### src/rtl/ifetch_unit.sv
// rtl/ifetch_unit.sv - instruction fetch front end: one outstanding imem request, DEPTH-entry buffer to decode.
// Optional IFETCH_TIMEOUT_EN adds an ack timeout that raises a sticky fetch_err.
module ifetch_unit #(
  parameter int DEPTH   = 2,
  parameter int TIMEOUT = 255
) (
  input  logic        clk,
  input  logic        rst,
  input  logic [31:0] pc_in,
  output logic        pc_hold,
  input  logic        flush,
  output logic        imem_req,
  output logic [31:0] imem_addr,
  input  logic        imem_ack,
  input  logic [31:0] imem_rdata,
  output logic        id_valid,
  input  logic        id_ready,
  output logic [31:0] id_instr,
  output logic [31:0] id_pc,
  output logic        fetch_err
);

  localparam int PTR_W = $clog2(DEPTH);
  localparam int CNT_W = $clog2(DEPTH) + 1;

  typedef enum logic [1:0] {
    IDLE = 2'd0,
    BUSY = 2'd1,
    DROP = 2'd2
  } state_t;

  state_t            state_q, state_d;
  logic [31:0]       addr_q, addr_d;
  logic [CNT_W-1:0]  count_q;
  logic [PTR_W-1:0]  rd_ptr_q, wr_ptr_q;
  logic [31:0]       instr_mem_q [DEPTH];
  logic [31:0]       pc_mem_q    [DEPTH];
  logic              push, pop;
  logic              buf_full;
  logic              timeout_hit;
  logic              err_block;
  logic              set_err;

  assign buf_full = (count_q == CNT_W'(DEPTH));
  assign id_valid = (count_q != '0);
  assign id_instr = instr_mem_q[rd_ptr_q];
  assign id_pc    = pc_mem_q[rd_ptr_q];
  assign imem_addr = addr_q;
  // A pop that coincides with a flush is thrown away with the rest of the buffer.
  assign pop = id_valid && id_ready && !flush;

  always_ff @(posedge clk or negedge rst) begin
    if (!rst) begin
      state_q <= IDLE;
      addr_q  <= '0;
    end else begin
      state_q <= state_d;
      addr_q  <= addr_d;
    end
  end

  always_comb begin
    state_d  = state_q;
    addr_d   = addr_q;
    imem_req = 1'b0;
    pc_hold  = 1'b1;
    push     = 1'b0;
    set_err  = 1'b0;
    case (state_q)
      IDLE: begin
        if (!flush && !buf_full && !err_block) begin
          addr_d  = {pc_in[31:2], 2'b00};
          state_d = BUSY;
        end
      end
      BUSY: begin
        imem_req = 1'b1;
        if (imem_ack) begin
          if (!flush) begin
            push    = 1'b1;
            pc_hold = 1'b0;
          end
          state_d = IDLE;
        end else if (timeout_hit) begin
          set_err = 1'b1;
          state_d = IDLE;
        end else if (flush) begin
          state_d = DROP;
        end
      end
      DROP: begin
        // The request cannot be withdrawn; wait out the ack and discard it.
        imem_req = 1'b1;
        if (imem_ack) begin
          state_d = IDLE;
        end else if (timeout_hit) begin
          set_err = 1'b1;
          state_d = IDLE;
        end
      end
      default: begin
        state_d = IDLE;
      end
    endcase
  end

  always_ff @(posedge clk or negedge rst) begin
    if (!rst) begin
      count_q  <= '0;
      rd_ptr_q <= '0;
      wr_ptr_q <= '0;
    end else if (flush) begin
      count_q  <= '0;
      rd_ptr_q <= '0;
      wr_ptr_q <= '0;
    end else begin
      if (push) wr_ptr_q <= wr_ptr_q + 1'b1;
      if (pop)  rd_ptr_q <= rd_ptr_q + 1'b1;
      case ({push, pop})
        2'b10:   count_q <= count_q + 1'b1;
        2'b01:   count_q <= count_q - 1'b1;
        default: count_q <= count_q;
      endcase
    end
  end

  always_ff @(posedge clk) begin
    if (push) begin
      instr_mem_q[wr_ptr_q] <= imem_rdata;
      pc_mem_q[wr_ptr_q]    <= addr_q;
    end
  end

`ifdef IFETCH_TIMEOUT_EN
  logic [7:0] wait_q;
  logic       fetch_err_q;

  // Counter reads 0 in the first waiting cycle, so TIMEOUT-1 marks the TIMEOUT-th cycle.
  assign timeout_hit = (wait_q == 8'(TIMEOUT - 1));
  assign err_block   = fetch_err_q;
  assign fetch_err   = fetch_err_q;

  always_ff @(posedge clk or negedge rst) begin
    if (!rst) begin
      wait_q <= '0;
    end else if ((state_d == BUSY || state_d == DROP) && (state_d != state_q)) begin
      wait_q <= '0;
    end else if (state_q == BUSY || state_q == DROP) begin
      wait_q <= wait_q + 1'b1;
    end
  end

  always_ff @(posedge clk or negedge rst) begin
    if (!rst) begin
      fetch_err_q <= 1'b0;
    end else if (set_err) begin
      fetch_err_q <= 1'b1;
    end
  end
`else
  logic unused_err;

  assign timeout_hit = 1'b0;
  assign err_block   = 1'b0;
  assign fetch_err   = 1'b0;
  assign unused_err  = set_err;
`endif

  logic unused_bits;
  assign unused_bits = ^{pc_in[1:0], TIMEOUT == 0};

endmodule
### config.mk
export PLATFORM = sky130hd
export DESIGN_NAME = ifetch_unit
export DESIGN_NICKNAME = d
export VERILOG_FILES = /design/src/rtl/ifetch_unit.sv
export SDC_FILE = /design/constraint.sdc
export NUM_CORES = 1
export LEC_CHECK = 0
export CORE_MARGIN = 2
export CORE_UTILIZATION = 40
export DETAILED_ROUTE_END_ITERATION = 12
export GPL_ROUTABILITY_DRIVEN = 0
export PLACE_DENSITY = 0.71
export SETUP_SLACK_MARGIN = 0.05
export SKIP_CTS_REPAIR_TIMING = 1
export SLEW_MARGIN = 0
export SYNTH_ARGS = -nofsm -noshare
export SYNTH_HDL_FRONTEND = slang
export SYNTH_SLANG_ARGS = --single-unit
### constraint.sdc
create_clock -name clk -period 4.25 [get_ports clk]
set_clock_uncertainty 0.15 [all_clocks]
set_input_delay 0.85 -clock clk [delete_from_list [all_inputs] [get_ports clk]]
set_output_delay 0.85 -clock clk [all_outputs]
set_load 0.01 [all_outputs]
# After elaboration in Yosys (flattened, before gate mapping)
# Memory sizes are Yosys's and may differ from the RTL's.
# Cells that the tools add are included.
[word_totals]
memories = 2
output_inout_bits = 100
wordCells = 52
regBits = 36
ramBits = 124
in_bits = 69
[memory_table]
columns = ["name", "words", "width", "rd", "rd_clocked_by_memory_dff", "wr", "line_no", "text"]
rows = [
  ["instr_mem_q", 2, 32, 1, 0, 1, "36", "logic [31:0] instr_mem_q [DEPTH];"],
  ["pc_mem_q", 2, 30, 1, 0, 1, "37", "logic [31:0] pc_mem_q [DEPTH];"],
]
[op_classes]
n_mux = 20
n_addsub = 4
n_eq_ne = 8
n_reduce_logical = 13
[op_table]
columns = ["cell", "count"]
rows = [
  ["$mux W1", 13],
  ["$mux W2", 5],
  ["$eq A2 B2 Y1 const B", 3],
  ["$pmux W2 S3", 1],
  ["$reduce_bool A2 Y1", 3],
  ["$eq A2 B1 Y1 const B", 2],
  ["$ne A2 B2 Y1 const B", 2],
  ["$pmux W2 S2", 1],
  ["$logic_and A1 B1 Y1", 3],
  ["$ne A3 B3 Y1 const B", 1],
  ["$reduce_and A3 Y1", 1],
  ["$reduce_bool A3 Y1", 1],
  ["$add A1 B1 Y1 const B", 2],
  ["$add A2 B1 Y2 const B", 1],
  ["$logic_not A1 Y1", 2],
  ["$logic_not A2 Y1", 1],
  ["$reduce_and A2 Y1", 1],
  ["$reduce_or A2 Y1", 1],
  ["$sub A2 B1 Y2 const B", 1],
]

# Depth between registers and ports, before layout
# Gate-level depths: netlist of run 1.
[depth]
depth_word = 6
mapped_depth = 5
ltp_nobuf = 5

# Worst setup path before layout of run 1
# OpenSTA, ideal clock, no wires.
[synth_timing]
kind = "input to register"
startpoint = "in flush"
endpoint = "mem instr_mem_q[0][0], enable pin"
path_slack_ns = -0.257
setup_time_ns = 0.482
n_path_buf = 1
t_required_ns = 3.618
arrival_time_ns = 3.875
cell_stages = 4
path_cell_list = "buf_2 -> inv_1 -> nand3_1 -> nor2_1"
[synth_between]
elab_chain_cells = 5
[synth_lines]
columns = ["item", "line_no", "text"]
rows = [
  ["from (decl)", "11", "input logic flush,"],
  ["$mux W1", "79", "if (!flush) begin"],
  ["$mux W1", "78", "if (imem_ack) begin"],
  ["$mux W1", "69", "case (state_q)"],
  ["$mux W1", "128", "if (push) begin"],
  ["$mux W1 (not written as such)", "129", "instr_mem_q[wr_ptr_q] <= imem_rdata;"],
  ["to (decl)", "36", ""],
]
# Every way passes these cells.

# Worst setup path after layout of run 1
[layout_timing]
startpoint = "in flush"
endpoint = "out pc_hold"
[layout_between]
elab_chain_cells = 3
[layout_lines]
columns = ["item", "line_no", "text"]
rows = [
  ["$mux W1", "79", ""],
  ["$mux W1", "78", ""],
  ["$mux W1", "69", ""],
  ["to (decl)", "10", "output logic pc_hold,"],
]
# Every way passes these cells.

==> results.md, run 1 <==
Status:
- The run finished with clean final reports.

Setup path:
- The worst path arrival time is between 2000 and 2500 ps.
- At the worst endpoint, the required time is roughly 3300 ps.
- The kind of capture point of the worst setup path is an output port.
- The depth of the most critical reg-to-reg path is 5.
- The worst setup path is launched from a primary input.
- Of all nets on the critical path, the largest fanout is 8.
- The critical path in this run is classified as in2out.

Power:
- Summed over all cells, the static leakage comes to just over 3 nW.
- VDD sags by at most 351 uV.
- In this run the power density over the cells is 625 nW/um^2.

Job:
- Across the run, the number of max-cap violations was 0.

Floorplan:
- The floorplan step defined a die boundary enclosing 16400 sq um.
- The boundary pin count is between 150 and 200.
- The area of the core is about 15000 sq um.
- The die span in y is 128 um.
- The die is about 130 um wide.
- For this configuration, the core starts out at a cell density of 40.7%.
- The floorplan row count is 45.

Place:
- Once detailed placement completed, the half-perimeter wirelength came to 7.55 mm.
- In this run the tool buffered the top-level ports with roughly 160 buffer cells.
- At the placement stage, the worst setup path has a slack of around 770 ps.

Synth:
- The average instance in the mapped netlist occupies 20.1 sq um.
- The number of enable-type register cells in the synthesized netlist is 124.
- Sorting the synthesized cells by area gives the leading types as edfxtp_1, dfrtp_1, mux2_2.
- The number of warnings reported in the yosys synthesis log is 0.
- The portion of netlist area occupied by mux cells is 18.8%.
- The main combinational cell family by area after synthesis is multiplexers.
- The most common cell in the synthesized netlist is edfxtp_1.
- The area share of and/or/nand/nor cells after synthesis is under 10%.
- The share of the Yosys chip area taken by registers is 75.1%.
- The primary flip-flop cell chosen by synthesis mapping is edfxtp_1.
- The synthesized-area fraction occupied by xor and xnor cells is less than 1%.
- After synthesis the netlist holds a flip-flop and latch count of 160.
- The number of unique standard cell types used by synthesis is 27.
- Counting every instance in the synthesized netlist gives between 300 and 400.
- The area share of the largest cell type after synthesis is 60.4%.
- For this run, asynchronously set or reset flops after synthesis account for 22.5%.
- The synthesized netlist devotes 0.833% of its cell area to compound gates.
- The cell area after synthesis is 6160 sq um.
- Summing the areas of all fa, ha and maj instances in the mapped netlist gives less than 1% of the synthesized area.
- The most area-hungry cell type in the Yosys netlist is edfxtp_1.
- By count the netlist is led by edfxtp_1, mux2_2, dfrtp_1, mux2_4.

Timing:
- The worst relative slew slack is 38.6%.
- The final worst-path cycle share is 81.6%.
- The max-slew violation count is 0.
- The measured slew at the worst slew-check pin is 921 ps.
- Setup repair after global routing left no endpoint under its margin.
- Once routing completed, OpenROAD measured the worst setup slack at about 800 ps.
- Setup violations remaining at the end of the flow were counted as 0.
- The number of failing hold endpoints at the final stage was 0.
- The maximum clock frequency is 0.288 GHz.
- The final total negative setup slack is 0 ps.
- The final critical path time including I/O delays and setup is about 3500 ps.

Route:
- Using the TritonRoute via totals, the vias-per-cell ratio works out to 4.81.
- The number of antenna-violating nets in the routed design is 0.
- The number of search-and-repair iterations in the first detailed-routing pass is 4.
- The violation count after the first detailed-route iteration is 183.
- After detailed routing, the total wire length is around 12 mm.
- The via total after detailed routing is between 3000 and 4000.
- The routed length per instance is between 15 and 20 um.
- For this run, design rule violations remaining after detail routing come to 0.

Layout:
- In the final layout, the share of cells above drive strength 1 is roughly 28%.
- The number of nets at the end of the flow is 553.
- The multi-input combinational cells in the finished layout cover a total of roughly 1400 sq um.
- The register cell area after layout is 4630 sq um.
- The antenna diode count is 0.
- The filler cell count is 1175.
- Relative to the synthesized area, the layout overhead comes to 39.4%.

CTS:
- The clock tree from TritonCTS is yes.
- The cell at the root of the clock tree is clkbuf_16.
- Clock latency on the worst-skew pair, taken at its later pin, is ~410 ps.
- Counting along the longest clock path gives a buffer depth of 2.
- The maximum level of the CTS H-tree is 4.
- The TritonCTS buffer count is 17.
- After clock tree synthesis, the clock-pin slew on the worst setup and hold paths is 60 ps.
- The clock drives 160 sinks.

GRT:
- The global-route usage over all layers is around 14%.
- The number of antenna violations at the first check in global routing was 0.
- The first global-routing pass estimated 17.5 mm of wire.
- The total overflow left after global routing is 0.
- Entering global routing, the biggest net connects 37 pins.
- The via count of the first global-routing pass is about 3400.

Hold path:
- The worst hold path belongs to the class reg2reg.
- The worst hold path passes through 0 cells.
[power breakdown]
part	internal (mW)	leakage, nW	switching, mW	total (mW)
Clock	0.994	0.309	0.590	1.58
Sequential	2.08	1.56	0.210	2.29
Combinational	0.925	1.23	0.567	1.49
Total	4.00	3.09	1.37	5.36
[flip-flops by register name, summed over array words and instances (netlist names)]
signal and flops:
imem_addr 30, instr_mem_q 64, state_q 2, count_q 2, wr_ptr_q 1, rd_ptr_q 1, pc_mem_q 60
[area by class of cell]
class / count / area share, %
multi-input combinational: 129 / 16.4
clock inverter: 11 / 1.76
timing repair buffer: 167 / 19.4
sequential: 160 / 53.9
tap: 188 / 2.74
clock buffer: 21 / 5.61
inverter: 5 / 0.219
[final timing paths]
check,start,end,slack [ps]
setup / recovery,flush,pc_hold,780
hold / removal,imem_addr[2]$_DFFE_PN0P_,pc_mem_q[0][0]$_DFFE_PP_,350
setup reg to reg,state_q[1]$_DFFE_PN0P_,pc_mem_q[0][6]$_DFFE_PP_,2080
hold reg to reg,imem_addr[2]$_DFFE_PN0P_,pc_mem_q[0][0]$_DFFE_PP_,350
max in group asynchronous,rst,rd_ptr_q$_DFFE_PN0P_,2900
min in group asynchronous,rst,imem_addr[16]$_DFFE_PN0P_,420
[per-layer routing]
metal	vias up	track usage, %	share of wire, %
met3	14	5.09	6.0
met1	1658	16.6	42
met5	-	0	0
met4	0	6.01	1.5
met2	103	24.2	51
li1	1499	-	-
[layout by cell type, fill, tap and decap left out, types with 2 or more instances in the layout]
cell type,count
clkinv_2,2
edfxtp_1,124
mux2_2,62
ha_1,4
mux2_4,30
inv_1,5
bufinv_16,3
nor2_4,2
nor2_1,5
clkbuf_8,2
clkinv_4,4
xnor2_1,2
buf_4,5
clkdlybuf4s50_1,160
o21ai_0,2
a21oi_1,3
o21ai_1,2
conb_1,5
nand2_1,2
clkbuf_16,18
dfrtp_1,35
[metrics by stage]
step	utilization, %	instances	total power, mW	hold slack (ps)	instance area, sq um
after floorplan	-	310	3.07	344	6180
after global placement	52.5	649	3.78	328	7960
after detailed placement	52.5	649	3.82	333	7960
after CTS	56.7	681	5.43	351	8590
after global routing	56.7	681	5.61	369	8590
final	56.7	681	5.36	346	8590
[kinds of logic after synthesis]
group | count (synthesis)
compound gates | 9
buf+inv | 21
flops | 160
mux | 93
simple gates | 15
other cells | 1
xor+xnor | 3
fa+ha+maj | 4
[critical path, stage by stage]
cell	delay [ps]
clkdlybuf4s50_1	680
inv_1	100
nand3_1	240
clkdlybuf4s50_1	590
(Power assumes the default switching activity.)
==> run 2: changes to the inputs <==
--- a/config.mk
+++ b/config.mk
@@ -9,7 +9,7 @@
 export CORE_UTILIZATION = 40
 export DETAILED_ROUTE_END_ITERATION = 12
 export GPL_ROUTABILITY_DRIVEN = 0
-export PLACE_DENSITY = 0.71
+export PLACE_DENSITY = 0.68
 export SETUP_SLACK_MARGIN = 0.05
 export SKIP_CTS_REPAIR_TIMING = 1
 export SLEW_MARGIN = 0
==> constraint.sdc (replaced) <==
create_clock -name clk -period 3.35 [get_ports clk]
set_clock_uncertainty 0.15 [all_clocks]
set_input_delay 0.67 -clock clk [delete_from_list [all_inputs] [get_ports clk]]
set_output_delay 0.67 -clock clk [all_outputs]
set_load 0.01 [all_outputs]
==> run 2 against run 1 <==
Combinational power rose by 28%; critical path depth did not move; sequential share of layout area rose by 0.22 points; critical path type unchanged.
==> results.md, run 2 (synthesized netlist as in run 1, its figures left out) <==
Status:
- Result of the run: complete, no violations (unchanged).

GRT:
- The global-route usage over all layers is 14.5% (was 14.3%).
- The global routing met1 resource utilization came to 17.4% (was 16.6%).
- The routing usage on met2 is 24.2% (unchanged).
- The layer carrying the most global-route usage was met2 (unchanged).
- The via count of the first global-routing pass is 3451 (was 3401).
- The remaining global-route overflow is 0 (unchanged).
- The wire length of the first global-routing pass came to 17.9 mm (was 17.5 mm).
- The pin count of the biggest net entering global routing is 44 (was 37).
- The met3 routing resource usage after global routing is 4.80% (was 5.09%).
- The number of antenna violations at the first check in global routing is 0 (unchanged).

Setup path:
- The critical path launch point type is a primary input (unchanged).
- Cells along the critical path: clkdlybuf4s50_1, inv_1, nand3_1, clkdlybuf4s50_1 (unchanged).
- The peak fanout along the critical path is 3 (was 8).
- The setup slack on the worst flop-to-flop path is 1150 ps (was 2080 ps).
- The data required time at the worst endpoint is 2530 ps (was 3250 ps).
- The cell type group with the largest total delay on the critical path was buffers and inverters (unchanged).
- The maximum single-stage delay on the critical path is 590 ps (was 680 ps).
- The classification of the worst setup path is in2out (unchanged).
- The critical path buffer and inverter count is 3 (unchanged).
- The worst path arrival time was 2040 ps (was 2470 ps).
- The cell repeated most along the worst path is clkdlybuf4s50_1 (unchanged).
- The cell with the largest stage delay on the worst path is clkdlybuf4s50_1 (unchanged).
- The kind of capture point of the worst setup path is an output port (unchanged).

Power:
- The maximum vdd drop is 467 uV (was 351 uV).
- The clock network power share was 27.9% (was 29.5%).
- The internal power contribution is 4.95 mW (was 4.00 mW).
- The net load switching power is 1.70 mW (was 1.37 mW).
- The static leakage came to 3.08 nW (was 3.09 nW).
- The fraction of power consumed by sequential logic is 43.3% (was 42.6%).
- The relative contribution of combinational cells to total power is 28.8% (was 27.8%).
- The power per cell area is 777 nW/um^2 (was 625 nW/um^2).
- The switching power share of the total was 25.6% (was 25.5%).
- The total power draw is 6.65 mW (was 5.36 mW).

Route:
- The aggregate routed wire length is 11.4 mm (was 11.5 mm).
- The number of search-and-repair iterations in the first detailed-routing pass is 5 (was 4).
- The violation count after the first detailed-route iteration is 159 (was 183).
- The number of vias per cell is 4.73 (was 4.81).
- The routed length per instance is 16.7 um (was 16.9 um).
- The number of antenna-violating nets in the routed design is 0 (unchanged).
- The via total after detailed routing is 3233 (was 3274).
- The number of remaining DRC errors is 0 (unchanged).

CTS:
- The clock tree from TritonCTS is yes (unchanged).
- The cell at the root of the clock tree is clkbuf_16 (unchanged).
- The register clock-pin slew on the reported worst setup and hold paths is 60 ps (about the same).
- The maximum buffer depth of the clock tree was 2 (unchanged).
- The TritonCTS buffer count is 17 (unchanged).
- The later-pin clock latency in the skew report came to 410 ps (about the same).
- The clock net sink count is 160 (unchanged).
- The maximum level of the CTS H-tree was 4 (unchanged).

Floorplan:
- The initial core utilization is 40.7% (unchanged).
- The overall die area is 16400 sq um (unchanged).
- The boundary pin count came to 169 (unchanged).
- The die span in y was 128 um (unchanged).
- The chip width was 128 um (unchanged).
- The area of the core was 15100 sq um (unchanged).
- The floorplan row count is 45 (unchanged).

Timing:
- The final total negative setup slack came to 0 ps (unchanged).
- The max-slew violation count is 0 (unchanged).
- The worst relative slew slack is 39.8% (was 38.6%).
- The number of endpoints failing setup at the final stage is 0 (unchanged).
- For this run, the top clock speed supported by timing is 0.349 GHz.
- The worst path uses 85.5% of the clock period.
- The measured slew at the worst slew-check pin was 903 ps (was 921 ps).
- Setup repair after global routing missed its margin: false (unchanged).
- The number of failing hold endpoints at the final stage came to 0 (unchanged).
- For the finished layout, the period the worst path requires is 2860 ps.

Layout:
- The layout cell share with drive strength beyond 1 is 27.4% (was 27.6%).
- Commonest cells after routing, fill and taps aside: clkdlybuf4s50_1, edfxtp_1, mux2_2, dfrtp_1, mux2_4 (unchanged).
- The flip-flop count of the largest register after layout is 64 (unchanged).
- The most frequent standard cell in the layout excluding fill and tap cells is clkdlybuf4s50_1 (unchanged).
- The synthesis-to-finish area growth is 38.8% (was 39.4%).
- The register with the highest flop count is instr_mem_q (unchanged).
- The antenna diode count is 0 (unchanged).
- The number of nets at the end of the flow is 556 (was 553).
- The count of non-filler cells in the finished layout is 684 (was 681).

Hold path:
- The worst hold path class is in2async (was reg2reg).

Place:
- The half-perimeter wire length of the detailed placement result was 7.49 mm (was 7.55 mm).
- The number of buffers inserted by port buffering was 161 (unchanged).
- The count of placed standard cells including taps came to 652 (was 649).

Job:
- The total of max-cap violations was 0 (unchanged).
-- run 2: cell types whose count changed in the layout (fill, tap and decap cells not counted) --
cell        change
buf_4           +3
clkbuf_1        +2
clkinv_4        -2
bufinv_16       -1
clkbuf_16       -1
clkinv_1        +1
clkinv_2        +1
clkinvlp_4      +1
inv_6           -1
-- run 2: cell type report --
class,count,area [sq um]
fill,1189,6590
sequential,160,4630
timing repair buffer,170,1690
multi-input combinational,129,1410
clock buffer,22,464
tap,188,235
clock inverter,10,111
inverter,5,18.8
-- run 2: stage by stage --
stage          worst slack (ps)  hold WS, ps  area, sq um  utilization [%]
3_3_place_gp                481          327         7980             52.7
3_5_place_dp                499          339         7980             52.7
6_report                    486          237         8550             56.5
5_1_grt                     415          292         8550             56.5
2_1_floorplan              -977          224         6180                -
4_1_cts                     481          252         8550             56.5
-- run 2: final timing paths --
check / startpoint / to / cells past startpoint
min in group clk: imem_addr[9]$_DFFE_PN0P_ / pc_mem_q[0][7]$_DFFE_PP_ / 0
max: flush / pc_hold / 4
max reg2reg: state_q[1]$_DFFE_PN0P_ / instr_mem_q[0][25]$_DFFE_PP_ / 5
min: rst / imem_addr[16]$_DFFE_PN0P_ / 1
max in group asynchronous: rst / rd_ptr_q$_DFFE_PN0P_ / 1
min reg2reg: imem_addr[9]$_DFFE_PN0P_ / pc_mem_q[0][7]$_DFFE_PP_ / 0
-- run 2: power by group through the flow --
stage	clock [mW]	sequential [mW]	combinational (mW)
6_report	1.85	2.88	1.91
5_1_grt	1.99	2.94	2.04
4_1_cts	1.91	2.89	1.95
3_5_place_dp	0	2.93	1.93
3_3_place_gp	0	2.89	1.91
2_1_floorplan	0	2.95	0.946
-- run 2: per-layer routing --
layer | wire length, um | vias to the layer above
met5 | 0 | -
met4 | 61 | 0
met3 | 669 | 5
met2 | 5840 | 96
met1 | 4850 | 1633
li1 | - | 1499
==> run 3: changes to the inputs <==
--- a/config.mk
+++ b/config.mk
@@ -9,7 +9,7 @@
 export CORE_UTILIZATION = 40
 export DETAILED_ROUTE_END_ITERATION = 12
 export GPL_ROUTABILITY_DRIVEN = 0
-export PLACE_DENSITY = 0.68
+export PLACE_DENSITY = 0.67
 export SETUP_SLACK_MARGIN = 0.05
 export SKIP_CTS_REPAIR_TIMING = 1
 export SLEW_MARGIN = 0
==> run 3 against run 2 <==
Cell area increased by 0.50%; utilization up 0.28 points; first-iteration DRC count is the same; global-route usage fell by 0.21 points; sequential share of layout area down 0.27 points; setup slack improved by 2.2 ps; power up 1.5%; combinational power barely moved.
==> results.md, run 3 (synthesized netlist as in run 1, its figures left out) <==
Route:
- The number of search-and-repair iterations in the first detailed-routing pass is 5 (unchanged).
- The routed length per instance was 16.5 um (was 16.7 um).
- The via total after detailed routing was 3283 (was 3233).
- The number of remaining DRC errors came to 0 (unchanged).
- The violation count after the first detailed-route iteration is 159 (unchanged).
- The aggregate routed wire length is 11.3 mm (was 11.4 mm).
- The number of antenna-violating nets in the routed design is 0 (unchanged).
- The number of vias per cell came to 4.80 (was 4.73).

Layout:
- The register with the highest flop count is instr_mem_q (unchanged).
- The count of non-filler cells in the finished layout was 684 (unchanged).
- The antenna diode count came to 0 (unchanged).
- The design area came to 8600 sq um (was 8550 sq um).
- The layout cell share with drive strength beyond 1 was 28.0% (was 27.4%).
- Commonest cells after routing, fill and taps aside: clkdlybuf4s50_1, edfxtp_1, mux2_2, dfrtp_1, mux2_4 (unchanged).
- The filler cell count is 1179 (was 1189).
- The synthesis-to-finish area growth was 39.5% (was 38.8%).
- The most frequent standard cell in the layout excluding fill and tap cells is clkdlybuf4s50_1 (unchanged).
- The flip-flop count of the largest register after layout is 64 (unchanged).
- The number of nets at the end of the flow is 556 (unchanged).

CTS:
- The clock tree from TritonCTS is yes (unchanged).
- The TritonCTS buffer count came to 17 (unchanged).
- The clock net sink count came to 160 (unchanged).
- The cell at the root of the clock tree is clkbuf_16 (unchanged).
- The maximum level of the CTS H-tree is 4 (unchanged).
- The maximum buffer depth of the clock tree is 2 (unchanged).
- The later-pin clock latency in the skew report was 410 ps (about the same).
- The register clock-pin slew on the reported worst setup and hold paths came to 60 ps (about the same).

Setup path:
- The critical path launch point type is a primary input (unchanged).
- Cells along the critical path: clkdlybuf4s50_1, inv_1, nand3_1, clkdlybuf4s50_1 (unchanged).
- The cell repeated most along the worst path is clkdlybuf4s50_1 (unchanged).
- The kind of capture point of the worst setup path is an output port (unchanged).
- The cell with the largest stage delay on the worst path is clkdlybuf4s50_1 (unchanged).
- The data required time at the worst endpoint is 2530 ps (about the same).
- The classification of the worst setup path is in2out (unchanged).
- The worst path arrival time was 2040 ps (about the same).
- The reg-to-reg endpoint is pc_mem_q[1][4]$_DFFE_PP_ (was instr_mem_q[0][25]$_DFFE_PP_).
- The depth of the most critical reg-to-reg path was 5 (unchanged).
- The setup slack on the worst flop-to-flop path is 1170 ps (was 1150 ps).
- The peak fanout along the critical path is 3 (unchanged).
- The launch instance of the worst register-to-register path is state_q[1]$_DFFE_PN0P_ (unchanged).
- The maximum single-stage delay on the critical path is 600 ps (was 590 ps).

GRT:
- The met3 routing resource usage after global routing is 4.63% (was 4.80%).
- The wire length of the first global-routing pass is 17.5 mm (was 17.9 mm).
- The global-route usage over all layers is 14.2% (was 14.5%).
- The layer carrying the most global-route usage is met2 (unchanged).
- The remaining global-route overflow is 0 (unchanged).
- The via count of the first global-routing pass was 3386 (was 3451).
- The global routing met1 resource utilization is 17.6% (was 17.4%).
- The number of antenna violations at the first check in global routing came to 0 (unchanged).
- The pin count of the biggest net entering global routing is 44 (unchanged).
- The routing usage on met2 is 23.5% (was 24.2%).

Power:
- The maximum vdd drop is 465 uV (was 467 uV).
- The power per cell area is 785 nW/um^2 (was 777 nW/um^2).
- The static leakage came to 3.09 nW (was 3.08 nW).

Timing:
- The final worst-path cycle share is 85.4% (was 85.5%).
- The maximum clock frequency is 0.349 GHz (about the same).
- The worst relative slew slack is 41.5% (was 39.8%).
- The worst hold slack is 227 ps (was 237 ps).
- The number of endpoints failing setup at the final stage came to 0 (unchanged).
- Setup repair after global routing missed its margin: false (unchanged).
- The max-slew violation count is 0 (unchanged).
- The measured slew at the worst slew-check pin is 878 ps (was 903 ps).
- The number of failing hold endpoints at the final stage is 0 (unchanged).
- The final critical-path setup slack was 488 ps (was 486 ps).
- The final total negative setup slack is 0 ps (unchanged).
- The final critical path time including I/O delays and setup was 2860 ps (about the same).

Floorplan:
- The die span in y is 128 um (unchanged).
- The initial core utilization is 40.7% (unchanged).
- The area of the core is 15100 sq um (unchanged).
- The boundary pin count is 169 (unchanged).
- The overall die area came to 16400 sq um (unchanged).
- The chip width is 128 um (unchanged).
- The floorplan row count is 45 (unchanged).

Place:
- The number of buffers inserted by port buffering is 161 (unchanged).
- The half-perimeter wire length of the detailed placement result is 7.35 mm (was 7.49 mm).
- The post-placement cell area is 7990 sq um (was 7980 sq um).
- The setup slack after placement came to 495 ps (was 499 ps).
- The count of placed standard cells including taps is 652 (unchanged).

Job:
- The total of max-cap violations is 0 (unchanged).

Hold path:
- The worst hold path class is in2async (unchanged).

Status:
- Result of the run: complete, no violations (unchanged).
run 3: cell types whose count changed in the layout (fill, tap and decap cells not counted), sizes merged:
| cell | previous run | this run |
|---|---|---|
| clkbuf | 22 | 19 |
| bufinv | 2 | 3 |
| clkinvlp | 2 | 3 |
| inv | 5 | 6 |
run 3: how the worst max path moves through the flow:
stage          startpoint                           to  slack, ps  cells after the start
6_report            flush                      pc_hold        490                      4
4_1_cts             flush                      pc_hold        480                      4
3_5_place_dp        flush                      pc_hold        490                      4
2_1_floorplan       flush  instr_mem_q[0][0]$_DFFE_PP_       -980                      4
3_3_place_gp        flush                      pc_hold        470                      4
5_1_grt             flush                      pc_hold        430                      4
run 3: metrics by stage:
step | power [mW] | utilization [%]
5_1_grt | 7.06 | 56.8
3_3_place_gp | 4.81 | 52.8
3_5_place_dp | 4.86 | 52.8
6_report | 6.75 | 56.8
2_1_floorplan | 3.90 | -
4_1_cts | 6.83 | 56.8
run 3: power by group:
group          switching, mW  internal [mW]  total (mW)
Sequential             0.249           2.64        2.88
Combinational          0.732           1.19        1.92
Clock                  0.751           1.19        1.94
run 3: per-layer routing:
| layer | vias to the layer above | wire (um) |
|---|---|---|
| li1 | 1503 | - |
| met1 | 1651 | 4890 |
| met2 | 118 | 5580 |
| met3 | 11 | 728 |
| met4 | 0 | 113 |
| met5 | - | 0 |
run 3: final cells by class:
cell class              instances  area, sq um  area share, %
well taps                     188          235           2.74
multi-input cells             129         1410           16.4
clock buffers                  19          443           5.15
clock inverters                13          163           1.89
flip-flops and latches        160         4630           53.8
inverters                       5         18.8          0.218
repair buffers                170         1700           19.8
run 3: worst max-delay path: cells and delay by family:
family / cells / cell delay, ps
and+or+nand+nor: 1 / 210
buffers and inverters: 3 / 1150
